**config.mk**
```make
export PLATFORM = sky130hd
export DESIGN_NAME = sys_arr_result_drain
export DESIGN_NICKNAME = d
export VERILOG_FILES = /design/src/rtl/dsp_sys_arr_pkg.sv /design/src/rtl/dirty_prio_enc.sv /design/src/rtl/sys_arr_result_drain.sv
export SDC_FILE = /design/constraint.sdc
export NUM_CORES = 1
export LEC_CHECK = 0
export BUFFER_PORTS_ARGS = -buffer_cell sky130_fd_sc_hd__buf_2
export CORE_MARGIN = 8
export CORE_UTILIZATION = 57
export CTS_CLUSTER_SIZE = 16
export DETAILED_ROUTE_END_ITERATION = 12
export HOLD_SLACK_MARGIN = 0.08
export PLACE_DENSITY_LB_ADDON = 0.08
export SETUP_SLACK_MARGIN = 0.02
export SLEW_MARGIN = 10
export SYNTH_ARGS = -nofsm -noshare
export SYNTH_HDL_FRONTEND = slang
export SYNTH_SLANG_ARGS = --single-unit
export TNS_END_PERCENT = 50
```
**constraint.sdc**
```tcl
create_clock -name CLK -period 4.43 [get_ports CLK]
set_input_delay 0.6645 -clock CLK [delete_from_list [all_inputs] [get_ports CLK]]
set_output_delay 0.6645 -clock CLK [all_outputs]
set_load 0.05 [all_outputs]
```
**src/rtl/dsp_sys_arr_pkg.sv**
```systemverilog
// Shared types for the systolic-array DSP datapath and its result drain.
package dsp_sys_arr_pkg;

    typedef logic [31:0] word_t;

    typedef struct packed {
        logic        sign;
        logic [7:0]  exponent;
        logic [22:0] mantissa;
    } single_float;

    typedef struct packed {
        single_float data;
        logic        dirty;
    } float_reg;

    typedef struct packed {
        logic overflow;
        logic underflow;
    } error;

    // Column index field wide enough for the largest supported array (16 columns).
    localparam int DRAIN_COL_W = 4;

    typedef enum logic [1:0] {
        IDLE  = 2'd0,
        SNAP  = 2'd1,
        DRAIN = 2'd2,
        DONE  = 2'd3
    } drain_state_e;

    typedef struct packed {
        single_float            data;
        error                   err;
        logic [DRAIN_COL_W-1:0] col;
        logic                   last;
    } drain_beat_t;

endpackage

```
**src/rtl/dirty_prio_enc.sv**
```systemverilog
// Lowest-set-bit encoder: index, any-set flag and one-hot of the lowest set request bit.
module dirty_prio_enc #(
    parameter int N = 4,
    localparam int W = $clog2(N)
) (
    input  logic [N-1:0] req,
    output logic [W-1:0] idx,
    output logic         any,
    output logic [N-1:0] onehot
);

    // Scan from the top down so the lowest set bit is the last one written.
    always_comb begin
        idx    = '0;
        onehot = '0;
        any    = |req;
        for (int i = N - 1; i >= 0; i--) begin
            if (req[i]) begin
                idx       = i[W-1:0];
                onehot    = '0;
                onehot[i] = 1'b1;
            end
        end
    end

endmodule

```
**src/rtl/sys_arr_result_drain.sv**
```systemverilog
// Snapshots the array's per-column results and streams the dirty ones out in
// ascending column order over a valid/ready port.
//
// state | meaning
// IDLE  | waiting for drain_start
// SNAP  | snapshot taken, lowest dirty column being selected
// DRAIN | presenting beats, one per accepted transfer
// DONE  | one-cycle done pulse, then back to IDLE
module sys_arr_result_drain
    import dsp_sys_arr_pkg::*;
#(
    parameter int NUM_COLS = 4,
    localparam int CW = $clog2(NUM_COLS)
) (
    input  logic                   CLK,
    input  logic                   nRST,
    input  float_reg [NUM_COLS-1:0] col_res,
    input  error     [NUM_COLS-1:0] col_err,
    input  logic                   drain_start,
    input  logic                   abort,
    input  logic                   out_ready,
    output logic                   out_valid,
    output word_t                  out_data,
    output logic [CW-1:0]          out_col,
    output error                   out_err,
    output logic                   out_last,
    output logic                   busy,
    output logic                   done,
    output error                   err_sticky
);

    drain_state_e        state, state_nxt;
    single_float         snap_data [NUM_COLS];
    error                snap_err  [NUM_COLS];
    logic [NUM_COLS-1:0] mask;
    logic [NUM_COLS-1:0] dirty_in;
    logic [CW-1:0]       sel_idx;
    logic                sel_any;
    logic [NUM_COLS-1:0] sel_onehot;
    logic                xfer;
    drain_beat_t         beat;
    logic                unused_col_hi;

    dirty_prio_enc #(.N(NUM_COLS)) u_prio (
        .req    (mask),
        .idx    (sel_idx),
        .any    (sel_any),
        .onehot (sel_onehot)
    );

    // Gather the live dirty bits so the mask can be captured with the snapshot.
    always_comb begin
        dirty_in = '0;
        for (int i = 0; i < NUM_COLS; i++) begin
            dirty_in[i] = col_res[i].dirty;
        end
    end

    // State register.
    always_ff @(posedge CLK or negedge nRST) begin
        if (!nRST) begin
            state <= IDLE;
        end else begin
            state <= state_nxt;
        end
    end

    // Next-state logic; abort overrides every other transition.
    always_comb begin
        state_nxt = state;
        if (abort) begin
            state_nxt = IDLE;
        end else begin
            case (state)
                IDLE:    if (drain_start) state_nxt = SNAP;
                SNAP:    state_nxt = sel_any ? DRAIN : DONE;
                DRAIN:   if (xfer && beat.last) state_nxt = DONE;
                DONE:    state_nxt = IDLE;
                default: state_nxt = IDLE;
            endcase
        end
    end

    // Current beat: the lowest remaining dirty column of the snapshot, zero outside DRAIN.
    always_comb begin
        beat = '0;
        if (state == DRAIN) begin
            beat.data = snap_data[sel_idx];
            beat.err  = snap_err[sel_idx];
            beat.col  = DRAIN_COL_W'(sel_idx);
            beat.last = (mask & ~sel_onehot) == '0;
        end
    end

    assign xfer = out_valid && out_ready;

    // Snapshot capture, mask retirement and sticky error accumulation.
    always_ff @(posedge CLK or negedge nRST) begin
        if (!nRST) begin
            mask       <= '0;
            err_sticky <= '0;
            for (int i = 0; i < NUM_COLS; i++) begin
                snap_data[i] <= '0;
                snap_err[i]  <= '0;
            end
        end else if (abort) begin
            mask <= '0;
        end else if (state == IDLE && drain_start) begin
            mask       <= dirty_in;
            err_sticky <= '0;
            for (int i = 0; i < NUM_COLS; i++) begin
                snap_data[i] <= col_res[i].data;
                snap_err[i]  <= col_err[i];
            end
        end else if (xfer) begin
            mask       <= mask & ~sel_onehot;
            err_sticky <= err_sticky | beat.err;
        end
    end

    assign out_valid     = (state == DRAIN);
    assign out_data      = word_t'(beat.data);
    assign out_col       = beat.col[CW-1:0];
    assign out_err       = beat.err;
    assign out_last      = beat.last;
    assign busy          = (state == SNAP) || (state == DRAIN);
    assign done          = (state == DONE);
    // Column field is sized for the largest array; upper bits are zero here.
    assign unused_col_hi = ^beat.col;

endmodule
```
==> results of run 1 <==
worst min path at each step:
stage,end,slack [ps],cells past startpoint
floorplan,err_sticky[0],370,0
global placement,err_sticky[0],480,1
detailed placement,err_sticky[0],490,1
CTS,state[0],260,1
global route,state[1],270,1
finish,state[1],230,1
cell families after synthesis:
kind of cell | share of synthesized area (%)
AO/OA/AOI/OAI | 9.13
adder cells (fa/ha/maj) | 0.887
buffers and inverters | 4.34
flip-flops | 51.1
multiplexers | 32.5
AND/OR/NAND/NOR | 2.04
metrics by stage:
stage / hold slack, ps / total power [mW]
after floorplan: 369 / 4.41
final: 226 / 6.38
after CTS: 255 / 6.42
after global placement: 478 / 4.83
after detailed placement: 487 / 4.92
after global routing: 273 / 6.71
cell usage in the layout, fill, tap and decap left out, drive strengths merged:
cell,netlist,routed
buf,27,196
dfrtp,144,144
mux2,136,136
a22oi,32,32
mux2i,32,32
o22ai,32,32
clkbuf,9,21
a21oi,7,7
nor2,6,6
clkinv,0,6
inv,5,6
nand3,5,5
ha,5,5
nand2,5,5
o21ai,4,4
a211oi,3,3
bufinv,0,3
nor2b,3,3
nor3,3,3
diode,0,2
nand3b,2,2
a311o,2,2
o311ai,2,2
o211ai,2,2
o21a,2,2
o31ai,1,1
o21bai,1,1
or2,1,1
o31a,1,1
nand2b,1,1
o221ai,1,1
a311oi,1,1
nor4,1,1
a221oi,1,1
clkinvlp,0,1
worst reg2reg max path: cells and delay by family, from the launching register on:
kind                       cells  cell delay (ps)
buffers and inverters          2              660
DFF                            1              430
muxes                          1              410
adders and majority gates      1              270
and+or+nand+nor                2              440
state kept, by name, indices dropped and copies added, names as in the netlist:
name and count:
snap_err 8, err_sticky 2, state 2, snap_data 128, mask 4
power by group:
part / leakage, nW / internal, mW / switching [mW]
combinational: 2.48 / 1.31 / 1.23
sequential: 1.71 / 1.98 / 0.414
clock: 0.297 / 0.911 / 0.539
routing by layer:
metal / vias to the layer above / share of wire [%] / GRT usage (%)
met3: 14 / 6.5 / 7.90
met1: 2363 / 43 / 27.2
met2: 132 / 50 / 35.0
li1: 2130 / - / -
met4: 4 / 1.0 / 7.28
met5: - / 0.13 / 0
final cells by class:
class | instances | area, sq um | area share [%]
diodes | 2 | 5.00 | 0.0580
clock buffers | 21 | 460 | 5.34
clock inverters | 11 | 136 | 1.58
inverters | 5 | 18.8 | 0.218
multi-input cells | 292 | 3170 | 36.7
flip-flops and latches | 144 | 3600 | 41.8
well taps | 168 | 210 | 2.44
repair buffers | 196 | 1020 | 11.9
==> impl_metrics.json, run 1 <==
{
  "dominant_cell_by_count_in_the_synthesized_netlist": "sky130_fd_sc_hd__dfrtp_1",
  "worstSkewPairLatency_ps": 420,
  "cp_num_buf_inv": 2,
  "slew-limit-headroom_pct": 56.3,
  "gpl.final_weighted_congestion": 0.822,
  "hold_viol_final": 0,
  "cts-root-buf": "sky130_fd_sc_hd__clkbuf_16",
  "timing.critical_path.from_type": "flop",
  "viasPerCell": 5.53,
  "critical_path.slowest_cell": "sky130_fd_sc_hd__o21bai_4",
  "die-width_um": 127,
  "unrepaired_setup_endpoints_after_global_routing": "false",
  "powerDensity_mw_per_mm2": 740,
  "postCtsResizedCells": 0,
  "core_area_sq_mm": 0.0121,
  "floorplan.die_area_sq_mm": 0.0162,
  "totalWireLength_um": 17400,
  "crit_path_max_fanout": 19,
  "worstSetupPathType": "flop to output pin",
  "worstPathArrival_ps": 2670,
  "first_global_vias": 5289,
  "final.setup_skew_ps": 4.62,
  "postCtsSetupRepairBufs": 0,
  "maxCapViolCount": 0,
  "avgRoutedWirePerCell_um": 20.7,
  "period_needed_ps": 3330,
  "worstReg2RegEnd": "snap_data[99]",
  "ys_types": 35,
  "dp_hpwl_um": 11800,
  "tritoncts.num_buffers": 17,
  "syn_avg_cell_area_sq_um": 14.8,
  "ff2ff_setup_slack_ps": 2110,
  "number_of_top_level_design_ports": 187,
  "setup-violations-final": 0,
  "worst_ep_required_time_ps": 3770,
  "h-tree-depth": 4,
  "reg2regPathDepth": 6,
  "route.vias.total": 4643,
  "syn-cell-area_sq_mm": 0.00706,
  "worst-path-stages": 6,
  "number_of_search_and_repair_iterations_in_the_first_detailed_routing_pass": 4,
  "dr.first_iter.drc_count": 361,
  "synth-warning-count": 0,
  "critical_path.startpoint": "mask[3]",
  "fillers": 893,
  "endpoint_kind": "output pin",
  "min-delay-path-class": "input pin to asynchronous set/reset pin",
  "worstPathCellList": "nor2b_4, o21bai_4, buf_4, mux2i_1, o22ai_1, buf_2",
  "global_route_total_overflow": 0,
  "clkSlewWorstSetupHoldPaths_ps": 60,
  "grt_max_degree": 72,
  "power_leakage_nw": 4.49,
  "final_cells": 839,
  "dominantRegCellSynth": "sky130_fd_sc_hd__dfrtp_1",
  "number_of_flops_mapped_to_enable_cells_by_yosys": 0,
  "postSynthNetCount": 627,
  "setup_tns_ps": 0,
  "peakVddDrop_v": 0.000379,
  "share_of_post_route_cells_with_drive_strength_above_1_pct": 55.0,
  "synth_top_cells_by_area": "sky130_fd_sc_hd__dfrtp_1 (51%), sky130_fd_sc_hd__mux2_4 (25%), sky130_fd_sc_hd__mux2i_1 (4.5%), sky130_fd_sc_hd__a22oi_1 (3.4%), sky130_fd_sc_hd__buf_6 (3.0%)",
  "antenna_found_initial": 4,
  "timing_max_transition_violations_final": 0,
  "postSynth.asyncResetShare_pct": 100,
  "reg2reg_from": "state[1]",
  "period_share_pct": 75.2,
  "critical_path.top_delay_family": "buffers and inverters",
  "cts_hold_buf": 0,
  "numPlacedInstances": 805,
  "core.rowCount": 40,
  "final_area_sq_mm": 0.00863,
  "post-place-ws_ps": 1540,
  "clockBufferDepth": 2,
  "worstMarginPinSlew_ps": 654,
  "final_antenna_net_count": 0,
  "grt_total_usage_pct": 22.0,
  "finalNetCount": 806,
  "syn_inst": 477,
  "grt_first_pass_wirelength_um": 27800,
  "die_h_um": 127,
  "worstSetupEndpoint": "out_data[2]",
  "floorplan.initialDensity_pct": 58.5,
  "synth_top_cells_by_count": "sky130_fd_sc_hd__dfrtp_1 (144), sky130_fd_sc_hd__mux2_4 (118), sky130_fd_sc_hd__a22oi_1 (32), sky130_fd_sc_hd__mux2i_1 (32), sky130_fd_sc_hd__o22ai_1 (32)",
  "synthDominantAreaCellType": "sky130_fd_sc_hd__dfrtp_1",
  "synth.ff_latch_count": 144,
  "cts_tree": "built",
  "clkSinkCount": 144,
  "drt_drc": 0,
  "layout-area-overhead-vs-synth_pct": 22.3,
  "placement.io_buffers": 186,
  "post_synthesis_sequential_area_ratio_pct": 51.1,
  "max_clock_freq_mhz": 300,
  "final_util_pct": 71.5,
  "timing.final.ws_setup_ps": 1100,
  "timing.critical_path.slowest_cell_delay_ps": 520,
  "yosys.area.top_type_share_pct": 51.1,
  "status": "complete, no violations",
  "placed_cell_area_sq_mm": 0.00803
}
(Power assumes the default switching activity.)
==> run 2, diff against run 1 <==
--- a/config.mk
+++ b/config.mk
@@ -7,7 +7,7 @@
 export LEC_CHECK = 0
 export BUFFER_PORTS_ARGS = -buffer_cell sky130_fd_sc_hd__buf_2
 export CORE_MARGIN = 8
-export CORE_UTILIZATION = 57
+export CORE_UTILIZATION = 53
 export CTS_CLUSTER_SIZE = 16
 export DETAILED_ROUTE_END_ITERATION = 12
 export HOLD_SLACK_MARGIN = 0.08
==> constraint.sdc (replaced) <==
create_clock -name CLK -period 3.2 [get_ports CLK]
set_input_delay 0.48 -clock CLK [delete_from_list [all_inputs] [get_ports CLK]]
set_output_delay 0.48 -clock CLK [all_outputs]
set_load 0.05 [all_outputs]
==> run 2 against run 1 <==
Sequential power is 39% higher. Non-clock buffer count is 2 higher. Sequential cell count stayed put. Worst setup slack worse by 840 ps. Core utilization is 5.2 points lower. Die area is 6.6% higher. Clock power is 45% higher. Register-to-register slack worse by 1200 ps. Global-route usage is 1.6 points lower. First-iteration DRC count is 22% lower. Largest cell class unchanged. Highest routed layer unchanged.
==> impl_metrics.json, run 2 (same netlist as run 1, synthesis figures left out) <==
{
  "viasPerCell": 5.53,
  "number_of_top_level_design_ports": 187,
  "reg2regPathDepth": 6,
  "peakVddDrop_v": 0.000454,
  "cts_tree": "built",
  "largest-register": "snap_data",
  "global_route_total_overflow": 0,
  "worstPathCellList": "buf_4, nor2_1, o31ai_4, buf_4, o22ai_1, buf_2",
  "postCtsSetupRepairBufs": 0,
  "grt_max_degree": 95,
  "h-tree-depth": 4,
  "met2RoutedLength_um": 8450,
  "worstPathArrival_ps": 2460,
  "critical_path.top_delay_family": "buffers and inverters",
  "grt_total_usage_pct": 20.4,
  "die_h_um": 131,
  "period_share_pct": 91.8,
  "core.rowCount": 42,
  "cts_hold_buf": 0,
  "floorplan.initialDensity_pct": 53.7,
  "final_cells": 846,
  "power_leakage_nw": 4.51,
  "totalWireLength_um": 17500,
  "critical-path-top-cell-by-count": "sky130_fd_sc_hd__buf_4",
  "postCtsResizedCells": 0,
  "final_antenna_net_count": 0,
  "worstMarginPinSlew_ps": 855,
  "switching_share_pct": 33.7,
  "cp_num_buf_inv": 3,
  "route.vias.total": 4682,
  "routed.top_layer": "met5",
  "endpoint_kind": "output pin",
  "layout-area-overhead-vs-synth_pct": 23.6,
  "first_global_vias": 5406,
  "final.setup_skew_ps": 8.04,
  "slew-limit-headroom_pct": 43.0,
  "internal_power_mw": 5.95,
  "power_frac_seq_pct": 37.0,
  "timing.critical_path.slowest_cell_delay_ps": 660,
  "antenna_found_initial": 2,
  "worstReg2RegEnd": "snap_data[101]",
  "unrepaired_setup_endpoints_after_global_routing": "false",
  "reg2reg_from": "state[0]",
  "min-delay-path-class": "input pin to asynchronous set/reset pin",
  "finalNetCount": 808,
  "grt_first_pass_wirelength_um": 28300,
  "clkSlewWorstSetupHoldPaths_ps": 50,
  "final_area_sq_mm": 0.00872,
  "critical_path.slowest_cell": "sky130_fd_sc_hd__dfrtp_2",
  "largestRegisters": "snap_data: 128 flops, snap_err: 8 flops, mask: 4 flops",
  "clockBufferDepth": 2,
  "floorplan.die_area_sq_mm": 0.0173,
  "timing.final.ws_setup_ps": 262,
  "number_of_search_and_repair_iterations_in_the_first_detailed_routing_pass": 5,
  "gpl.final_weighted_congestion": 0.803,
  "setup-violations-final": 0,
  "dp_hpwl_um": 12300,
  "timing.critical_path.from_type": "flop",
  "post-place-ws_ps": 701,
  "drt_drc": 0,
  "hold_viol_final": 0,
  "power.switching_mw": 3.02,
  "powerDensity_mw_per_mm2": 1030,
  "share_of_post_route_cells_with_drive_strength_above_1_pct": 55.2,
  "placement.io_buffers": 186,
  "fin_worst_hold_slack_ps": 154,
  "setup_tns_ps": 0,
  "antennaDiodeCount": 0,
  "layout.cells.most_common": "sky130_fd_sc_hd__buf_2",
  "comb_power_share_pct": 39.6,
  "tritoncts.num_buffers": 17,
  "timing_max_transition_violations_final": 0,
  "avgRoutedWirePerCell_um": 20.7,
  "worstSkewPairLatency_ps": 410,
  "crit_path_max_fanout": 23,
  "wl_met3_um": 1110,
  "mostFrequentLayoutCells": "sky130_fd_sc_hd__buf_2 (185), sky130_fd_sc_hd__dfrtp_1 (143), sky130_fd_sc_hd__mux2_4 (118)",
  "largest_register_ff_count": 128,
  "maxCapViolCount": 0,
  "die-width_um": 131,
  "worstSetupPathType": "flop to output pin",
  "worst_ep_required_time_ps": 2720,
  "status": "complete, no violations",
  "period_needed_ps": 2940,
  "numPlacedInstances": 815,
  "cts-root-buf": "sky130_fd_sc_hd__clkbuf_16",
  "placed_cell_area_sq_mm": 0.00809,
  "max_clock_freq_mhz": 340,
  "p_clk_share_pct": 23.4,
  "wire_length_on_met1_um": 7700,
  "clkSinkCount": 144,
  "core_area_sq_mm": 0.0131,
  "ff2ff_setup_slack_ps": 930,
  "dr.first_iter.drc_count": 281
}
## run 2: layer usage
layer  GRT usage, %  up-vias
li1               -     2140
met1           25.3     2377
met2           32.9      141
met3           7.47       20
met4           5.49        4
met5              0        -
## run 2: area by class of cell
type                            instances  area (sq um)
Tap cell                              176           220
Inverter                                5          18.8
Timing Repair Buffer                  198          1080
Fill cell                            1023          4420
Sequential cell                       144          3600
Clock buffer                           22           474
Multi-Input combinational cell        292          3170
Clock inverter                          9           156
## run 2: how the worst max path moves through the flow
stage / from / endpoint / slack, ps / cells past startpoint
after global placement: mask[2] / out_data[29] / 730 / 6
final: mask[2] / out_data[8] / 260 / 6
after detailed placement: mask[2] / out_data[30] / 700 / 6
after floorplan: state[0] / out_data[10] / 380 / 5
after CTS: mask[2] / out_data[8] / 250 / 6
after global routing: mask[2] / out_data[0] / 140 / 6
## run 2: worst reg2reg max path: cells and delay by family (launching register included)
family	cells	cell delay, ps
and+or+nand+nor	2	530
DFF	1	380
muxes	1	460
buffers and inverters	2	510
adders and majority gates	1	290
## run 2: power by group through the flow
stage / combinational [mW] / sequential, mW / clock, mW
finish: 3.56 / 3.32 / 2.10
global route: 3.79 / 3.43 / 2.22
CTS: 3.58 / 3.31 / 2.14
detailed placement: 3.56 / 3.32 / 0
global placement: 3.50 / 3.28 / 0
floorplan: 2.95 / 3.15 / 0
## run 2: stage by stage
step	total power, mW	util, %
2_1_floorplan	6.10	-
3_3_place_gp	6.78	61.6
3_5_place_dp	6.88	61.6
4_1_cts	9.04	66.4
5_1_grt	9.44	66.4
6_report	8.97	66.4
==> run 3, diff against run 2 <==
==> constraint.sdc (replaced) <==
create_clock -name CLK -period 3.1 [get_ports CLK]
set_input_delay 0.465 -clock CLK [delete_from_list [all_inputs] [get_ports CLK]]
set_output_delay 0.465 -clock CLK [all_outputs]
set_load 0.05 [all_outputs]
==> run 3 against run 2 <==
Via count up 0.90%. Power grew 2.7%. Final cell count grew 0.12%. First-iteration DRC count up 34%. Critical path depth is the same. Sequential cell count unchanged. Core utilization down 0.17 points. Global-route usage down 0.35 points. Sequential share of layout area increased by 0.11 points.
==> impl_metrics.json, run 3 (same netlist as run 1, synthesis figures left out) <==
{
  "status": "complete, no violations",
  "postCtsSetupRepairBufs": 0,
  "critical_path.slowest_cell": "sky130_fd_sc_hd__dfrtp_2",
  "cts_hold_buf": 0,
  "floorplan.initialDensity_pct": 53.7,
  "clkSinkCount": 144,
  "core_area_sq_mm": 0.0131,
  "avgRoutedWirePerCell_um": 20.5,
  "floorplan.die_area_sq_mm": 0.0173,
  "cts_tree": "built",
  "period_share_pct": 91.3,
  "largest-register": "snap_data",
  "tritoncts.num_buffers": 17,
  "first_global_vias": 5293,
  "finalNetCount": 807,
  "regArea_sq_mm": 0.00360,
  "setup-violations-final": 0,
  "grt_total_usage_pct": 20.0,
  "dp_hpwl_um": 11900,
  "global_route_total_overflow": 0,
  "timing_max_transition_violations_final": 0,
  "h-tree-depth": 4,
  "worstPathCellList": "nor2b_4, o21bai_4, buf_4, mux2i_1, o22ai_1, buf_2",
  "unrepaired_setup_endpoints_after_global_routing": "false",
  "max_clock_freq_mhz": 354,
  "ff2ff_setup_slack_ps": 870,
  "worst_ep_required_time_ps": 2630,
  "dr.first_iter.drc_count": 376,
  "powerDensity_mw_per_mm2": 1060,
  "timing.critical_path.slowest_cell_delay_ps": 670,
  "die-width_um": 131,
  "power_leakage_nw": 4.51,
  "viasPerCell": 5.58,
  "cp_num_buf_inv": 2,
  "critical_path.top_delay_family": "buffers and inverters",
  "hold_viol_final": 0,
  "placement.io_buffers": 186,
  "die_h_um": 131,
  "final_cells": 847,
  "timing.critical_path.from_type": "flop",
  "antenna_found_initial": 2,
  "grt_max_degree": 82,
  "worstPathArrival_ps": 2360,
  "postCtsResizedCells": 0,
  "maxCapViolCount": 0,
  "numPlacedInstances": 814,
  "fillers": 1017,
  "clockBufferDepth": 2,
  "number_of_search_and_repair_iterations_in_the_first_detailed_routing_pass": 5,
  "number_of_top_level_design_ports": 187,
  "gpl.final_weighted_congestion": 0.815,
  "endpoint_kind": "output pin",
  "worstReg2RegEnd": "snap_data[100]",
  "worstSkewPairLatency_ps": 410,
  "clkSlewWorstSetupHoldPaths_ps": 60,
  "worstSetupPathType": "flop to output pin",
  "peakVddDrop_v": 0.000518,
  "final_antenna_net_count": 0,
  "worstMarginPinSlew_ps": 750,
  "drt_drc": 0,
  "period_needed_ps": 2830,
  "slew-limit-headroom_pct": 50.0,
  "multi_input_area_sq_mm": 0.00317,
  "largest_register_ff_count": 128,
  "route.vias.total": 4724,
  "reg2reg_from": "state[0]",
  "fin_worst_hold_slack_ps": 83.7,
  "grt_first_pass_wirelength_um": 27700,
  "setup_tns_ps": 0,
  "share_of_post_route_cells_with_drive_strength_above_1_pct": 55.5,
  "crit_path_max_fanout": 23,
  "final.setup_skew_ps": 7.58,
  "core.rowCount": 42,
  "totalWireLength_um": 17300,
  "mostFrequentLayoutCells": "sky130_fd_sc_hd__buf_2 (185), sky130_fd_sc_hd__dfrtp_1 (143), sky130_fd_sc_hd__mux2_4 (118)",
  "layout.cells.most_common": "sky130_fd_sc_hd__buf_2",
  "largestRegisters": "snap_data: 128 flops, snap_err: 8 flops, mask: 4 flops",
  "layout-area-overhead-vs-synth_pct": 23.3,
  "cts-root-buf": "sky130_fd_sc_hd__clkbuf_16",
  "reg2regPathDepth": 6,
  "min-delay-path-class": "input pin to asynchronous set/reset pin"
}
## run 3: cell types whose count changed in the layout (fill, tap and decap cells not counted), sizes merged
cell      before  now
buf          198  197
bufinv         4    3
clkinv         2    6
clkinvlp       3    1
diode          0    1
## run 3: worst register-to-register path, cell delays in order, from the launching register on
cell and delay, ps:
sky130_fd_sc_hd__dfrtp_1 390, sky130_fd_sc_hd__inv_1 110, sky130_fd_sc_hd__ha_1 300, sky130_fd_sc_hd__nand2_2 130
sky130_fd_sc_hd__or2_4 310, sky130_fd_sc_hd__buf_12 450, sky130_fd_sc_hd__mux2_2 430
## run 3: cell type report
type                            instances  area share (%)
Tap cell                              176            2.53
Sequential cell                       144            41.4
Timing Repair Buffer                  197            12.2
Antenna cell                            1          0.0288
Inverter                                5           0.216
Clock inverter                         10            1.51
Multi-Input combinational cell        292            36.4
Clock buffer                           22            5.68
## run 3: worst max path at each step
stage               slack (ps)  cells past startpoint     start           end
floorplan                  300                      5  state[0]  out_data[10]
global placement           810                      6   mask[2]   out_data[0]
detailed placement         740                      6   mask[2]  out_data[19]
CTS                        270                      6   mask[2]  out_data[19]
global route               150                      6   mask[2]  out_data[10]
finish                     270                      6   mask[2]  out_data[19]
## run 3: layer usage
layer | up-vias | GRT usage [%] | part of all wire, %
met5 | - | 0 | 0.075
met4 | 2 | 5.49 | 0.91
met3 | 16 | 7.16 | 6.0
met2 | 143 | 31.7 | 48
met1 | 2423 | 25.5 | 45
li1 | 2140 | - | -
## run 3: stage by stage
step | area, sq um | util, % | power, mW | setup slack (ps)
CTS | 8700 | 66.2 | 9.26 | 275
detailed placement | 8070 | 61.4 | 7.06 | 743
global route | 8700 | 66.2 | 9.66 | 147
global placement | 8070 | 61.4 | 6.95 | 809
finish | 8700 | 66.2 | 9.21 | 271
floorplan | 7060 | - | 6.30 | 297
## run 3: where the power goes
part	leakage, nW	switching (mW)	internal (mW)
clock network	0.312	0.769	1.37
registers	1.71	0.595	2.83
logic	2.49	1.76	1.90
total	4.51	3.12	6.09
